--- config.mk ---
export PLATFORM = sky130hd
export DESIGN_NAME = opr_align_swap
export DESIGN_NICKNAME = d
export VERILOG_FILES = /design/src/rtl/fp_align_pkg.sv /design/src/rtl/opr_align_swap_cmp.sv /design/src/rtl/opr_align_swap.sv
export SDC_FILE = /design/constraint.sdc
export NUM_CORES = 1
export LEC_CHECK = 0
export CORE_MARGIN = 2
export CORE_UTILIZATION = 50
export DETAILED_ROUTE_END_ITERATION = 16
export PLACE_DENSITY = 0.77
export RECOVER_POWER = 50
export SLEW_MARGIN = 20
export SYNTH_ARGS = -nofsm -noshare
export SYNTH_HDL_FRONTEND = slang
export SYNTH_SLANG_ARGS = --single-unit
export TNS_END_PERCENT = 10
--- constraint.sdc ---
create_clock -name i_clk -period 7.8 [get_ports i_clk]
set_input_delay 0.78 -clock i_clk [delete_from_list [all_inputs] [get_ports i_clk]]
set_output_delay 0.78 -clock i_clk [all_outputs]
set_load 0.1 [all_outputs]
--- src/rtl/fp_align_pkg.sv ---
// Shared format defaults and derived widths for the FP add/sub operand alignment stage.
package fp_align_pkg;

   localparam int SIZE_EXP_DEF = 8;
   localparam int SIZE_MAN_DEF = 23;

   // Two guard positions plus sticky: beyond this every bit of the small mantissa is sticky.
   function automatic int calc_max_shift(input int size_man);
      return size_man + 3;
   endfunction

   function automatic int calc_shift_w(input int size_man);
      return $clog2(size_man + 4);
   endfunction

   typedef struct packed {
      logic                    sign_a;
      logic                    sign_b;
      logic                    sub;
      logic                    swap;
      logic [SIZE_EXP_DEF-1:0] exp_large;
      logic [SIZE_MAN_DEF-1:0] frac_large;
      logic [SIZE_EXP_DEF-1:0] exp_small;
      logic [SIZE_MAN_DEF-1:0] frac_small;
   } s1_payload_t;

endpackage

--- src/rtl/opr_align_swap_cmp.sv ---
// Unsigned magnitude less-than on packed {exp, frac} fields.
module opr_align_swap_cmp #(
   parameter int SIZE_DATA = 31
) (
   input  logic [SIZE_DATA-1:0] a,
   input  logic [SIZE_DATA-1:0] b,
   output logic                 less
);

   assign less = (a < b);

endmodule

--- src/rtl/opr_align_swap.sv ---
// Two-stage elastic pipeline: magnitude compare/swap, then hidden-bit restore and shift computation.
module opr_align_swap
   import fp_align_pkg::*;
#(
   parameter  int SIZE_EXP  = SIZE_EXP_DEF,
   parameter  int SIZE_MAN  = SIZE_MAN_DEF,
   localparam int SIZE_DATA = 1 + SIZE_EXP + SIZE_MAN,
   localparam int MAX_SHIFT = calc_max_shift(SIZE_MAN),
   localparam int SHIFT_W   = calc_shift_w(SIZE_MAN)
) (
   input  logic                 i_clk,
   input  logic                 i_rst_n,
   input  logic                 i_valid,
   output logic                 o_ready,
   input  logic [SIZE_DATA-1:0] i_data_a,
   input  logic [SIZE_DATA-1:0] i_data_b,
   input  logic                 i_sub,
   output logic                 o_valid,
   input  logic                 i_ready,
   output logic                 o_swap,
   output logic                 o_eff_sub,
   output logic                 o_sign,
   output logic [SIZE_EXP-1:0]  o_exp_large,
   output logic [SIZE_MAN:0]    o_man_large,
   output logic [SIZE_MAN:0]    o_man_small,
   output logic [SHIFT_W-1:0]   o_shift,
   output logic                 o_shift_sat,
   output logic                 o_zero_res
);

   typedef struct packed {
      logic                sign_a;
      logic                sign_b;
      logic                sub;
      logic                swap;
      logic [SIZE_EXP-1:0] exp_large;
      logic [SIZE_MAN-1:0] frac_large;
      logic [SIZE_EXP-1:0] exp_small;
      logic [SIZE_MAN-1:0] frac_small;
   } s1_t;

   typedef struct packed {
      logic                swap;
      logic                eff_sub;
      logic                sign;
      logic [SIZE_EXP-1:0] exp_large;
      logic [SIZE_MAN:0]   man_large;
      logic [SIZE_MAN:0]   man_small;
      logic [SHIFT_W-1:0]  shift;
      logic                shift_sat;
      logic                zero_res;
   } s2_t;

   logic s1_valid_reg;
   logic s2_valid_reg;
   s1_t  s1_reg;
   s1_t  s1_next;
   s2_t  s2_reg;
   s2_t  s2_next;
   logic s1_load;
   logic s2_load;
   logic a_less_b;

   logic [SIZE_EXP-1:0] eff_large;
   logic [SIZE_EXP-1:0] eff_small;
   logic [SIZE_EXP-1:0] exp_diff;
   logic                mag_equal;

   assign s2_load = !s2_valid_reg || i_ready;
   assign o_ready = !s1_valid_reg || s2_load;
   assign s1_load = i_valid && o_ready;

   opr_align_swap_cmp #(
      .SIZE_DATA(SIZE_EXP + SIZE_MAN)
   ) u_cmp (
      .a    (i_data_a[SIZE_DATA-2:0]),
      .b    (i_data_b[SIZE_DATA-2:0]),
      .less (a_less_b)
   );

   // Equal magnitudes keep A as the large operand.
   always_comb begin
      s1_next        = '0;
      s1_next.sign_a = i_data_a[SIZE_DATA-1];
      s1_next.sign_b = i_data_b[SIZE_DATA-1];
      s1_next.sub    = i_sub;
      s1_next.swap   = a_less_b;
      if (a_less_b) begin
         {s1_next.exp_large, s1_next.frac_large} = i_data_b[SIZE_DATA-2:0];
         {s1_next.exp_small, s1_next.frac_small} = i_data_a[SIZE_DATA-2:0];
      end else begin
         {s1_next.exp_large, s1_next.frac_large} = i_data_a[SIZE_DATA-2:0];
         {s1_next.exp_small, s1_next.frac_small} = i_data_b[SIZE_DATA-2:0];
      end
   end

   // Subnormals share the minimum normal exponent, so effective exponents never invert the order.
   always_comb begin
      eff_large = (s1_reg.exp_large == '0) ? SIZE_EXP'(1) : s1_reg.exp_large;
      eff_small = (s1_reg.exp_small == '0) ? SIZE_EXP'(1) : s1_reg.exp_small;
      exp_diff  = eff_large - eff_small;
      mag_equal = ({s1_reg.exp_large, s1_reg.frac_large} == {s1_reg.exp_small, s1_reg.frac_small});

      s2_next           = '0;
      s2_next.swap      = s1_reg.swap;
      s2_next.eff_sub   = s1_reg.sign_a ^ s1_reg.sign_b ^ s1_reg.sub;
      s2_next.zero_res  = mag_equal && s2_next.eff_sub;
      s2_next.sign      = s2_next.zero_res ? 1'b0
                        : (s1_reg.swap ? (s1_reg.sign_b ^ s1_reg.sub) : s1_reg.sign_a);
      s2_next.exp_large = eff_large;
      s2_next.man_large = {(s1_reg.exp_large != '0), s1_reg.frac_large};
      s2_next.man_small = {(s1_reg.exp_small != '0), s1_reg.frac_small};
      s2_next.shift_sat = (32'(exp_diff) > 32'(MAX_SHIFT));
      s2_next.shift     = s2_next.shift_sat ? SHIFT_W'(MAX_SHIFT) : SHIFT_W'(exp_diff);
   end

   always_ff @(posedge i_clk or negedge i_rst_n) begin
      if (!i_rst_n) begin
         s1_valid_reg <= 1'b0;
         s2_valid_reg <= 1'b0;
         s1_reg       <= '0;
         s2_reg       <= '0;
      end else begin
         if (o_ready) s1_valid_reg <= i_valid;
         if (s1_load) s1_reg <= s1_next;
         if (s2_load) s2_valid_reg <= s1_valid_reg;
         if (s2_load && s1_valid_reg) s2_reg <= s2_next;
      end
   end

   assign o_valid     = s2_valid_reg;
   assign o_swap      = s2_reg.swap;
   assign o_eff_sub   = s2_reg.eff_sub;
   assign o_sign      = s2_reg.sign;
   assign o_exp_large = s2_reg.exp_large;
   assign o_man_large = s2_reg.man_large;
   assign o_man_small = s2_reg.man_small;
   assign o_shift     = s2_reg.shift;
   assign o_shift_sat = s2_reg.shift_sat;
   assign o_zero_res  = s2_reg.zero_res;

endmodule
==> results.sh, run 1 <==
export IMPL_cp_max_fo=84
export IMPL_final_util_pct=63.30
export IMPL_status="complete, but fails checks"
export IMPL_fmax_mhz=220.1
export IMPL_worst_ep_required_time_ns=7.26
export IMPL_skew_ns=0.007212
export IMPL_dr_total_vias=7531
export IMPL_cts_buffers_inserted=17
export IMPL_busiest_layer="met2"
export IMPL_p_int_uw=1704
export IMPL_antennaDiodeCount=0
export IMPL_final_setup_tns_ns=0
export IMPL_cts_setup_buffers=0
export IMPL_synth_most_common_cell="nand2_1"
export IMPL_clkSinkCount=134
export IMPL_place_congestion=0.8696
export IMPL_syn_to_final_growth_pct=24.12
export IMPL_drive_above_1_share_pct=5.470
export IMPL_yosysUniqueCellTypes=59
export IMPL_path_cells="clkbuf_1"
export IMPL_root_buffer="clkbuf_16"
export IMPL_clockPowerShare_pct=24.6
export IMPL_grt_max_degree=85
export IMPL_track_usage_pct=27.72
export IMPL_ys_ff_latch=134
export IMPL_use_met1_pct=37.22
export IMPL_endpoint="o_exp_large[6]"
export IMPL_cpLargestDelayFamily="buffers and inverters"
export IMPL_rr_startpoint="s1_valid_reg"
export IMPL_use_met2_pct=43.89
export IMPL_sw_frac_of_total_pct=46.32
export IMPL_drcViolationCount=0
export IMPL_placed_area_mm2=0.009493
export IMPL_layout_nets=1136
export IMPL_ctsResizeCount=0
export IMPL_coreArea_mm2=0.01589
export IMPL_worstSetupPathDepth=1
export IMPL_syn_area_mm2=0.008102
export IMPL_r2r_cells=6
export IMPL_syn_nets=1050
export IMPL_ff2ff_setup_slack_ns=4.20
export IMPL_grt_ovfl_total=0
export IMPL_postSynthCellCount=943
export IMPL_viasPerCell=5.986
export IMPL_dieWidth_um=131.3
export IMPL_cp_start_kind="input pin"
export IMPL_critical_path_arrival_ns=4.00
export IMPL_holdBufCountCts=0
export IMPL_routed_wl_um=23540
export IMPL_clkTransAtPathRegs_ns=0.06
export IMPL_cp_buffers_inverters=1
export IMPL_slew_headroom_pct=-205.8
export IMPL_hp_class="reg -> reg"
export IMPL_syn_area_per_cell_um2=8.591
export IMPL_dieArea_mm2=0.01724
export IMPL_ant_nets=0
export IMPL_die_y_um=131.3
export IMPL_initial_utilization_pct=51.00
export IMPL_synth_area_leader_cell="dfrtp_1"
export IMPL_power_leakage_uw=0.004601
export IMPL_grt_pass1_wl_um=38650
export IMPL_synth_edf_count=0
export IMPL_critical_path_class="in -> async"
export IMPL_cts_tree="done"
export IMPL_timing_rr_end="s1_reg[33]"
export IMPL_post_drt_wl_per_cell_um=18.71
export IMPL_drtPass1Iterations=5
export IMPL_dp_hpwl_um=15320
export IMPL_maxCapViolations=4
export IMPL_yosysSeqAreaShare_pct=41.39
export IMPL_io_pins=137
export IMPL_finalHoldViolCount=0
export IMPL_htree_num_levels=4
export IMPL_insertion_delay_ns=0.43
export IMPL_setup_viol=0
export IMPL_yosys_area_top_type_share_pct=41.39
export IMPL_drtIter0Drc=553
export IMPL_first_global_vias=7460
export IMPL_synthTopCellsByCount="nand2_1 (209), dfrtp_1 (134), nand3_1 (100)"
export IMPL_p_switching_uw=1470
export IMPL_rsz0062_at_grt="no"
export IMPL_clock_path_buffers=2
export IMPL_failed_checks="max-capacitance violations, max-slew violations"
export IMPL_tightest_slew_ns=4.587
export IMPL_antenna_found_initial=0
export IMPL_critPathLaunch="i_rst_n"
export IMPL_pwr_density_cell_mw_per_mm2=315.7
export IMPL_comb_power_share_pct=44.8
export IMPL_ys_warn_count=0
export IMPL_fin_crit_sh_pct=58.25
export IMPL_largest_reg_flops=66
export IMPL_finalPower_uw=3174
export IMPL_ys_async_sr_fraction_pct=100.0
export IMPL_port_buffer_count=136
export IMPL_synth_area_leaders="dfrtp_1 (41%), nand2_1 (9.7%), nand3_1 (6.2%), ha_1 (5.7%), o211ai_1 (3.0%)"
export IMPL_num_rows=46
export IMPL_pwr_share_seq_pct=30.7
export IMPL_cp_slowest_cell="clkbuf_1"
export IMPL_irDropWorstVdd_mv=0.2180
export IMPL_crit_path_end_kind="async pin"
export IMPL_slew_violations=213
export IMPL_ys_flop_type="dfrtp_1"
export IMPL_grt_util_met3_pct=5.594
export IMPL_slowest_delay_ns=3.17
export IMPL_design_area_mm2=0.01006
export IMPL_min_period_ns=4.544
## worst min path at each step
| stage | start | end | slack, ns | cells past startpoint |
|---|---|---|---|---|
| final | o_man_small[3] | o_man_small[3] | 0.47 | 2 |
| after global routing | o_man_large[8] | o_man_large[8] | 0.50 | 2 |
| after CTS | i_rst_n | o_valid | 0.45 | 1 |
| after detailed placement | o_man_small[3] | o_man_small[3] | 0.46 | 2 |
| after global placement | o_man_small[5] | o_man_small[5] | 0.46 | 2 |
| after floorplan | s1_reg[63] | s1_reg[63] | 0.47 | 2 |
## power by group through the flow
stage | combinational (uW) | clock (uW) | sequential [uW]
after floorplan | 460 | 0 | 1570
after global placement | 1400 | 0 | 981
after detailed placement | 1420 | 0 | 981
after CTS | 1420 | 787 | 971
after global routing | 1500 | 818 | 992
final | 1420 | 780 | 973
## through the flow
step | hold slack (ns) | std cells | setup WS [ns]
detailed placement | 0.4615 | 1226 | 3.786
floorplan | 0.4665 | 943 | 4.984
CTS | 0.4481 | 1258 | 4.228
global route | 0.4970 | 1258 | 2.281
global placement | 0.4580 | 1226 | 3.878
finish | 0.4739 | 1258 | 3.256
## cells in the final DEF (no fill, tap or decap), drive strengths merged, types with 5 or more instances in the layout
cell type and n:
and3 32, a211o 26, a21o 5, a21oi 12
a22oi 31, clkdlybuf4s50 134, xnor2 15, clkbuf 24
nor3 5, a31oi 10, o211ai 32, inv 42
nor2 29, o21ai 6, nand3 100, xor2 22
ha 37, buf 7, clkinv 6, or3 26
nor4 8, nand4 14, a2bb2oi 25, o2111ai 8
dfrtp 134, nand2 209
## worst min-delay path: cells and delay by family, from the launching register on
| family | cells | cell delay, ns |
|---|---|---|
| simple gates | 2 | 0.11 |
| flops | 1 | 0.33 |
## cell type report
| type | instances | area, um2 |
|---|---|---|
| sequential | 134 | 3353 |
| clock inverter | 11 | 101.3 |
| multi-input combinational | 689 | 4288 |
| inverter | 42 | 157.7 |
| fill | 1399 | 5829 |
| timing repair buffer | 145 | 1415 |
| clock buffer | 21 | 470.5 |
| tap | 216 | 270.3 |
## routing by layer
layer  up-vias  part of all wire [%]
li1       3513                     -
met1      3635                    43
met2       317                    47
met3        66                   6.6
met4         0                   3.2
met5         -                     0
## logic make-up after synthesis
kind of cell             after synthesis  synth area share (%)
AND/OR/NAND/NOR                      436                 25.00
AO/OA/AOI/OAI                        175                 17.11
flip-flops                           134                 41.39
buffers and inverters                120                 6.147
adder cells (fa/ha/maj)               38                 5.961
XOR/XNOR                              37                 4.000
multiplexers                           3                0.3861
(Power assumes the default switching activity.)
==> run 2: changes to the inputs <==
==> constraint.sdc (replaced) <==
create_clock -name i_clk -period 4.3 [get_ports i_clk]
set_input_delay 0.43 -clock i_clk [delete_from_list [all_inputs] [get_ports i_clk]]
set_output_delay 0.43 -clock i_clk [all_outputs]
set_load 0.1 [all_outputs]
==> results.sh, run 2 (same netlist as run 1, synthesis figures left out) <==
export IMPL_status="complete, but fails checks"
export IMPL_failed_checks="max-capacitance violations, max-slew violations"
export IMPL_cts_setup_buffers=0
export IMPL_fin_crit_sh_pct=77.97
export IMPL_hold_ws_ns=0.4725
export IMPL_coreArea_mm2=0.01589
export IMPL_final_util_pct=63.82
export IMPL_routed_wl_um=23640
export IMPL_cp_slowest_cell="clkbuf_1"
export IMPL_crit_path_end_kind="register"
export IMPL_cp_max_fo=64
export IMPL_maxCapViolations=2
export IMPL_insertion_delay_ns=0.43
export IMPL_layout_nets=1143
export IMPL_io_pins=137
export IMPL_clkTransAtPathRegs_ns=0.06
export IMPL_setup_viol=0
export IMPL_ff2ff_setup_slack_ns=1.22
export IMPL_cts_tree="done"
export IMPL_largest_reg_flops=66
export IMPL_skew_ns=0.006194
export IMPL_first_global_vias=7460
export IMPL_finalNonFillerCells=1264
export IMPL_hold_path_cell_count=2
export IMPL_irDropWorstVdd_mv=0.3689
export IMPL_viasPerCell=6.078
export IMPL_dieWidth_um=131.3
export IMPL_cp_start_kind="input pin"
export IMPL_holdPathEnd="o_man_small[6]"
export IMPL_root_buffer="clkbuf_16"
export IMPL_finalPower_uw=5807
export IMPL_clock_path_buffers=2
export IMPL_r2r_cells=4
export IMPL_drtPass1Iterations=7
export IMPL_final_common_cell="nand2_1"
export IMPL_pwr_density_cell_mw_per_mm2=572.8
export IMPL_drtIter0Drc=705
export IMPL_critical_path_class="in -> reg"
export IMPL_finalHoldViolCount=0
export IMPL_post_drt_wl_per_cell_um=18.70
export IMPL_antenna_found_initial=0
export IMPL_antennaDiodeCount=0
export IMPL_post_place_cells=1233
export IMPL_num_rows=46
export IMPL_place_congestion=0.8461
export IMPL_clkSinkCount=134
export IMPL_syn_to_final_growth_pct=25.14
export IMPL_final_cell_mix="nand2_1 (207), dfrtp_1 (134), clkdlybuf4s50_1 (132)"
export IMPL_die_y_um=131.3
export IMPL_port_buffer_count=136
export IMPL_cts_buffers_inserted=17
export IMPL_fill_cells=1392
export IMPL_critical_path_arrival_ns=3.55
export IMPL_timing_rr_end="o_sign"
export IMPL_grt_ovfl_total=0
export IMPL_fmax_mhz=298.3
export IMPL_dr_total_vias=7682
export IMPL_drive_above_1_share_pct=6.489
export IMPL_ctsResizeCount=0
export IMPL_drcViolationCount=0
export IMPL_holdBufCountCts=0
export IMPL_cpLargestDelayFamily="buffers and inverters"
export IMPL_hp_class="reg -> reg"
export IMPL_grt_pass1_wl_um=38690
export IMPL_min_period_ns=3.353
export IMPL_path_cells="dlygate4sd3_1 -> nand2b_1 -> nand2_2 -> clkbuf_1 -> o31ai_1"
export IMPL_slew_violations=168
export IMPL_hold_start="o_man_small[6]"
export IMPL_dieArea_mm2=0.01724
export IMPL_tightest_slew_ns=2.873
export IMPL_initial_utilization_pct=51.00
export IMPL_power_leakage_uw=0.004655
export IMPL_slew_headroom_pct=-91.52
export IMPL_dp_hpwl_um=16040
export IMPL_slowest_delay_ns=2.00
export IMPL_htree_num_levels=4
export IMPL_ant_nets=0
export IMPL_worst_ep_required_time_ns=4.50
export IMPL_rr_startpoint="o_valid"
export IMPL_cp_buffers_inverters=2
export IMPL_rsz0062_at_grt="no"
export IMPL_track_usage_pct=27.71
export IMPL_final_setup_tns_ns=0
export IMPL_grt_max_degree=103
## run 2: cell types whose count changed in the layout (fill, tap and decap cells not counted), moves of 2 or more
cell and delta:
and3_2 +2, and3_4 -2, clkdlybuf4s50_1 -2, clkbuf_1 -3
clkbuf_2 +2, buf_4 +6, buf_12 +2
## run 2: worst min-delay path, cell delays in order, from the launching register on
cell	delay, ns
dfrtp_1	0.34
nand2_1	0.05
nand2_1	0.06
## run 2: how the worst max path moves through the flow
stage	start	endpoint	slack (ns)	cells past startpoint
5_1_grt	i_ready	o_exp_large[0]	0.49	5
2_1_floorplan	s1_reg[60]	o_shift[0]	1.67	11
3_3_place_gp	i_data_b[2]	s1_reg[50]	0.68	10
4_1_cts	i_data_b[13]	s1_reg[2]	1.02	9
3_5_place_dp	i_data_b[13]	s1_reg[2]	0.62	9
6_report	i_ready	o_sign	0.95	5
## run 2: power by group
group / total [uW] / internal [uW] / switching [uW] / leakage (uW)
Sequential: 1770 / 1530 / 235 / 0.00164
Clock: 1450 / 877 / 572 / 0.000273
Combinational: 2590 / 730 / 1860 / 0.00274
Total: 5810 / 3140 / 2670 / 0.00465
## run 2: per-stage QoR
step	cell area (um2)	worst slack, ns
floorplan	8102	1.674
global placement	9568	0.6802
detailed placement	9568	0.6164
global route	10140	0.4928
finish	10140	0.9474
CTS	10150	1.022
## run 2: area by class of cell
type | instances | area [um2] | area share [%]
multi-input cells | 689 | 4282 | 42.23
flip-flops and latches | 134 | 3353 | 33.07
repair buffers | 152 | 1493 | 14.72
clock buffers | 19 | 452.9 | 4.467
well taps | 216 | 270.3 | 2.666
inverters | 42 | 157.7 | 1.555
clock inverters | 12 | 130.1 | 1.283
## run 2: routing by layer
layer | part of all wire (%) | global-route usage, % | vias to the layer above | wire length [um]
met1 | 41 | 37.15 | 3737 | 9797
li1 | - | - | 3528 | -
met4 | 2.8 | 10.45 | 0 | 658
met2 | 48 | 45.41 | 372 | 11410
met5 | 0 | 0 | - | 0
met3 | 7.5 | 4.437 | 45 | 1774
